## src/rtl/lm75a_temp_bcd.sv

```systemverilog
// Converts a raw LM75A temperature word into sign plus hundreds/tens/ones/tenths BCD digits.
// An iterative double-dabble core does one shift per clock; a 1-deep buffer holds a pending sample.
module lm75a_temp_bcd #(
  parameter int unsigned ROUND       = 0,
  parameter int unsigned BLANK_ZEROS = 1
) (
  input  logic        clk,
  input  logic        rst_n,
  input  logic [15:0] data,
  input  logic        in_valid,
  output logic        busy,
  output logic        neg,
  output logic [3:0]  d_hund,
  output logic [3:0]  d_tens,
  output logic [3:0]  d_ones,
  output logic [3:0]  d_tenth,
  output logic        out_valid
);

  typedef enum logic [1:0] {StIdle, StLoad, StShift, StDone} state_e;

  localparam logic [12:0] RndAdd = (ROUND != 0) ? 13'd2 : 13'd0;
  localparam bit          Blank  = (BLANK_ZEROS != 0);

  state_e      state_q, state_d;
  logic [10:0] cap_q, cap_d;
  logic        pend_q, pend_d;
  logic        negr_q, negr_d;
  logic [10:0] t_q, t_d;
  // Hundreds never exceeds 1, so its nibble needs no correction and bit 15 is never stored.
  logic [14:0] bcd_q, bcd_d;
  logic [3:0]  cnt_q, cnt_d;
  logic        neg_q, neg_d;
  logic [3:0]  hund_q, hund_d, tens_q, tens_d, ones_q, ones_d, tenth_q, tenth_d;

  logic [10:0] mag;
  logic [10:0] t_load;
  logic [14:0] adj;
  logic [15:0] shift_bcd;
  logic        blank_h;
  logic        unused_data;

  assign unused_data = ^data[4:0];

  assign mag    = cap_q[10] ? (~cap_q + 11'd1) : cap_q;
  // Tenths of a degree: mag * 0.125 * 10 = mag * 5 / 4.
  assign t_load = 11'(((13'(mag) * 13'd5) + RndAdd) >> 2);

  always_comb begin
    adj = bcd_q;
    for (int i = 0; i < 3; i++) begin
      if (bcd_q[4*i +: 4] >= 4'd5) begin
        adj[4*i +: 4] = bcd_q[4*i +: 4] + 4'd3;
      end
    end
  end

  assign shift_bcd = {adj, t_q[10]};
  assign blank_h   = Blank && (shift_bcd[15:12] == 4'd0);

  always_comb begin
    state_d = state_q;
    cap_d   = cap_q;
    pend_d  = pend_q;
    negr_d  = negr_q;
    t_d     = t_q;
    bcd_d   = bcd_q;
    cnt_d   = cnt_q;
    neg_d   = neg_q;
    hund_d  = hund_q;
    tens_d  = tens_q;
    ones_d  = ones_q;
    tenth_d = tenth_q;

    if (in_valid) begin
      cap_d  = data[15:5];
      pend_d = 1'b1;
    end

    unique case (state_q)
      StIdle: begin
        if (pend_q) state_d = StLoad;
      end
      StLoad: begin
        if (!in_valid) pend_d = 1'b0;
        negr_d  = cap_q[10] && (t_load != 11'd0);
        t_d     = t_load;
        bcd_d   = '0;
        cnt_d   = '0;
        state_d = StShift;
      end
      StShift: begin
        bcd_d = shift_bcd[14:0];
        t_d   = {t_q[9:0], 1'b0};
        cnt_d = cnt_q + 4'd1;
        if (cnt_q == 4'd10) begin
          state_d = StDone;
          neg_d   = negr_q;
          hund_d  = blank_h ? 4'hF : shift_bcd[15:12];
          tens_d  = (blank_h && shift_bcd[11:8] == 4'd0) ? 4'hF : shift_bcd[11:8];
          ones_d  = shift_bcd[7:4];
          tenth_d = shift_bcd[3:0];
        end
      end
      StDone: begin
        state_d = pend_q ? StLoad : StIdle;
      end
      default: state_d = StIdle;
    endcase
  end

  always_ff @(posedge clk or negedge rst_n) begin
    if (!rst_n) begin
      state_q <= StIdle;
      cap_q   <= '0;
      pend_q  <= 1'b0;
      negr_q  <= 1'b0;
      t_q     <= '0;
      bcd_q   <= '0;
      cnt_q   <= '0;
      neg_q   <= 1'b0;
      hund_q  <= '0;
      tens_q  <= '0;
      ones_q  <= '0;
      tenth_q <= '0;
    end else begin
      state_q <= state_d;
      cap_q   <= cap_d;
      pend_q  <= pend_d;
      negr_q  <= negr_d;
      t_q     <= t_d;
      bcd_q   <= bcd_d;
      cnt_q   <= cnt_d;
      neg_q   <= neg_d;
      hund_q  <= hund_d;
      tens_q  <= tens_d;
      ones_q  <= ones_d;
      tenth_q <= tenth_d;
    end
  end

  assign busy      = (state_q == StLoad) || (state_q == StShift);
  assign out_valid = (state_q == StDone);
  assign neg       = neg_q;
  assign d_hund    = hund_q;
  assign d_tens    = tens_q;
  assign d_ones    = ones_q;
  assign d_tenth   = tenth_q;

endmodule

```

## config.mk

```make
export PLATFORM = sky130hd
export DESIGN_NAME = lm75a_temp_bcd
export DESIGN_NICKNAME = d
export VERILOG_FILES = /design/src/rtl/lm75a_temp_bcd.sv
export SDC_FILE = /design/constraint.sdc
export NUM_CORES = 1
export LEC_CHECK = 0
export ABC_CLOCK_PERIOD_IN_PS = 3700
export BUFFER_PORTS_ARGS = -buffer_cell sky130_fd_sc_hd__buf_2
export CAP_MARGIN = 20
export CORE_ASPECT_RATIO = 1.75
export CORE_UTILIZATION = 40
export DETAILED_ROUTE_END_ITERATION = 8
export PLACE_DENSITY_LB_ADDON = 0.12
export SYNTH_ARGS = -nofsm -noshare
export SYNTH_HDL_FRONTEND = slang
export SYNTH_SLANG_ARGS = --single-unit
```

## constraint.sdc

```tcl
create_clock -name clk -period 3.7 [get_ports clk]
set_input_delay 0.185 -clock clk [delete_from_list [all_inputs] [get_ports clk]]
set_output_delay 0.185 -clock clk [all_outputs]
set_load 0.01 [all_outputs]
```

==> impl_metrics.env <==
export IMPL_outcome="completed"
export IMPL_relSlewSlack_pct=57.3
export IMPL_synth_xor_area_share_pct=5.07
export IMPL_critPathRequiredTime_ps=3900
export IMPL_start_util_pct=41.2
export IMPL_synth_main_ff_cell="dfrtp_1"
export IMPL_seq_area_frac_synth_pct=43.1
export IMPL_vias_per_cell=5.25
export IMPL_max_freq_ghz=0.298
export IMPL_cts_tree="built"
export IMPL_syn_nets=428
export IMPL_hpwl_mm=5.73
export IMPL_ant_nets=0
export IMPL_use_met1_pct=18.4
export IMPL_leakagePower_nw=1.95
export IMPL_dp_cells=522
export IMPL_synth_top_family_by_area="compound AO/OA/AOI/OAI gates"
export IMPL_cts_path_max_buffers=2
export IMPL_end_kind="flop"
export IMPL_final_nets=466
export IMPL_synthMuxAreaShare_pct=6.71
export IMPL_busiest_layer="met2"
export IMPL_async_flop_share_pct=100
export IMPL_grt_overflow=0
export IMPL_hold_viol=0
export IMPL_finalCritPeriodShare_pct=90.6
export IMPL_fill_cells=849
export IMPL_htreeDepth=3
export IMPL_wirelength_mm=7.66
export IMPL_drive_above_1_share_pct=17.7
export IMPL_tns_ps=0
export IMPL_antenna_found_initial=0
export IMPL_avgSynthCellArea_um2=9.47
export IMPL_period_minus_slack_ps=3350
export IMPL_cts_clk_slew_worst_paths_ps=50
export IMPL_die_x_um=73.7
export IMPL_root_buffer="clkbuf_16"
export IMPL_grt_use_total_pct=18.3
export IMPL_peakVddDrop_mv=0.311
export IMPL_synth_cell_type_count=50
export IMPL_ys_warn_count=0
export IMPL_hold_path_class="primary input to flop"
export IMPL_tightestPinTransition_ps=638
export IMPL_first_global_vias=2735
export IMPL_final_setup_viol_count=0
export IMPL_die_area_um2=9400
export IMPL_synth_compound_area_share_pct=15.9
export IMPL_diodes=0
export IMPL_worstSkewPairLatency_ps=330
export IMPL_drv_slew=0
export IMPL_clkSinkCount=62
export IMPL_grt_max_degree=46
export IMPL_rows=45
export IMPL_crit_arrival_ps=3550
export IMPL_first_pass_iters=4
export IMPL_rsz0062_at_grt="no"
export IMPL_use_met2_pct=34.3
export IMPL_powerDensity_nw_per_um2=670
export IMPL_maxCapViolCount=0
export IMPL_vias=2834
export IMPL_drcViolationCount=0
export IMPL_cts_inserted_buffers=9
export IMPL_crit_fanout=14
export IMPL_synth_simple_area_share_pct=14.0
export IMPL_numPortBuffers=32
export IMPL_core_area_um2=8730
export IMPL_pin_count=38
export IMPL_gr_usage_met3_pct=4.10
export IMPL_drtIter0Drc=97
export IMPL_synthAdderAreaFrac_pct=10.3
export IMPL_syn_inst=380
export IMPL_fp_dieH_um=127
export IMPL_path_class="flop to flop"
export IMPL_start_kind="flop"
export IMPL_final_cells=540
export IMPL_gp_congestion=0.804
export IMPL_fin_worst_skew_ps=3.76
export IMPL_synth_seq_cells=62
export IMPL_grt_first_pass_wirelength_mm=12.9
export IMPL_synth_edf_count=0
export IMPL_syn_area_um2=3600
export IMPL_wl_per_cell_um=14.2
export IMPL_syn_to_final_growth_pct=18.2
## placed cells by master (no fill, tap or decap), types with 2 or more instances in the layout
| master | count |
|---|---|
| xor2_1 | 6 |
| nor2_1 | 16 |
| nor2b_1 | 4 |
| nand4_1 | 2 |
| a21oi_1 | 26 |
| nand2_1 | 42 |
| o21ai_0 | 34 |
| buf_2 | 32 |
| o22a_1 | 3 |
| a21o_1 | 3 |
| xnor2_1 | 13 |
| nand3b_1 | 3 |
| nand3_1 | 14 |
| o22ai_1 | 12 |
| clkbuf_8 | 4 |
| a31oi_1 | 6 |
| inv_1 | 29 |
| clkbuf_16 | 9 |
| nor3b_1 | 4 |
| mux2_2 | 13 |
| ha_1 | 28 |
| buf_4 | 8 |
| nor3_1 | 9 |
| nand2b_1 | 4 |
| mux2i_1 | 8 |
| dfrtp_1 | 62 |
| o211ai_1 | 2 |
## kinds of logic after synthesis
| group | Yosys count |
|---|---|
| DFF | 62 |
| xor gates and xnor gates | 20 |
| AOI/OAI and AO/OA | 98 |
| buffers and inverters | 45 |
| muxes | 22 |
| adders and majority gates | 29 |
| and+or+nand+nor | 104 |
## per-layer routing
| metal | routed length (um) | vias to the layer above |
|---|---|---|
| li1 | - | 1411 |
| met1 | 2980 | 1360 |
| met2 | 4300 | 50 |
| met3 | 212 | 13 |
| met4 | 168 | 0 |
| met5 | 0 | - |
## what timing repair did
item                       4_1_cts  5_1_grt
buffers inserted                 0        0
hold endpoints to repair         0       16
setup endpoints to repair        0        0
gates resized for setup          0        0
hold buffers                     0        1
## per-stage QoR
step | hold slack [ps] | utilization (%) | area [um^2] | setup WS [ps] | power (mW)
6_report | 61.0 | 48.8 | 4260 | 349 | 2.85
5_1_grt | 71.4 | 48.8 | 4260 | 69.5 | 3.06
4_1_cts | 49.9 | 48.4 | 4230 | 275 | 2.89
2_1_floorplan | -111 | - | 3600 | 621 | 1.73
3_3_place_gp | 402 | 44.7 | 3900 | 309 | 1.96
3_5_place_dp | 401 | 44.7 | 3900 | 298 | 1.98
## final timing paths
path,endpoint,slack (ps),from,depth (start not counted)
setup / recovery,negr_q,350,cap_q[10],11
hold / removal,cap_q[10],60,data[15],3
setup reg to reg,negr_q,350,cap_q[10],11
hold reg to reg,d_hund[1],460,d_hund[1],2
max in group asynchronous,cnt_q[3],2750,rst_n,3
min in group asynchronous,bcd_q[3],340,rst_n,2
## power by group
part / internal (mW) / leakage, nW / switching, mW
logic: 0.442 / 0.986 / 0.640
clock network: 0.595 / 0.155 / 0.297
registers: 0.794 / 0.805 / 0.0827
total: 1.83 / 1.95 / 1.02
## critical path, stage by stage, from the launching register on
cell and delay (ps):
dfrtp_1 600, inv_1 210, a21oi_1 190, xor2_1 270, ha_1 300, ha_1 380, a21oi_1 220, o211ai_1 170
xnor2_1 200, nor4b_1 320, nor3b_1 270, a31oi_1 110
## state kept, by name, summed over array words and instances, names as in the netlist
| register | flops |
|---|---|
| d_hund | 4 |
| neg | 1 |
| bcd_q | 15 |
| d_tens | 4 |
| t_q | 11 |
| d_tenth | 4 |
| cap_q | 11 |
| negr_q | 1 |
| d_ones | 4 |
| pend_q | 1 |
| state_q | 2 |
| cnt_q | 4 |
## cell type report
class                           count  area [um^2]  area share (%)
Multi-Input combinational cell    273         1870            44.0
Clock buffer                       14          284            6.67
Clock inverter                      2         37.5           0.882
Timing Repair Buffer               42          250            5.88
Sequential cell                    62         1550            36.5
Inverter                           30          113            2.65
Tap cell                          117          146            3.44
## synthesized netlist by cell type, drive strengths merged, types with 6 or more instances
cell type / number / area share (%)
nand2: 42 / 4.4
ha: 28 / 9.7
mux2: 14 / 4.5
a21oi: 26 / 3.6
dfrtp: 62 / 43
nor2: 16 / 1.7
a31oi: 6 / 1.0
mux2i: 8 / 2.2
inv: 30 / 3.1
o22ai: 12 / 2.1
xor2: 6 / 1.5
xnor2: 14 / 3.6
nand3: 14 / 1.9
clkbuf: 12 / 1.3
o21ai: 35 / 4.9
nor3: 9 / 1.3
Note: power is estimated with default switching activity, not from simulation.
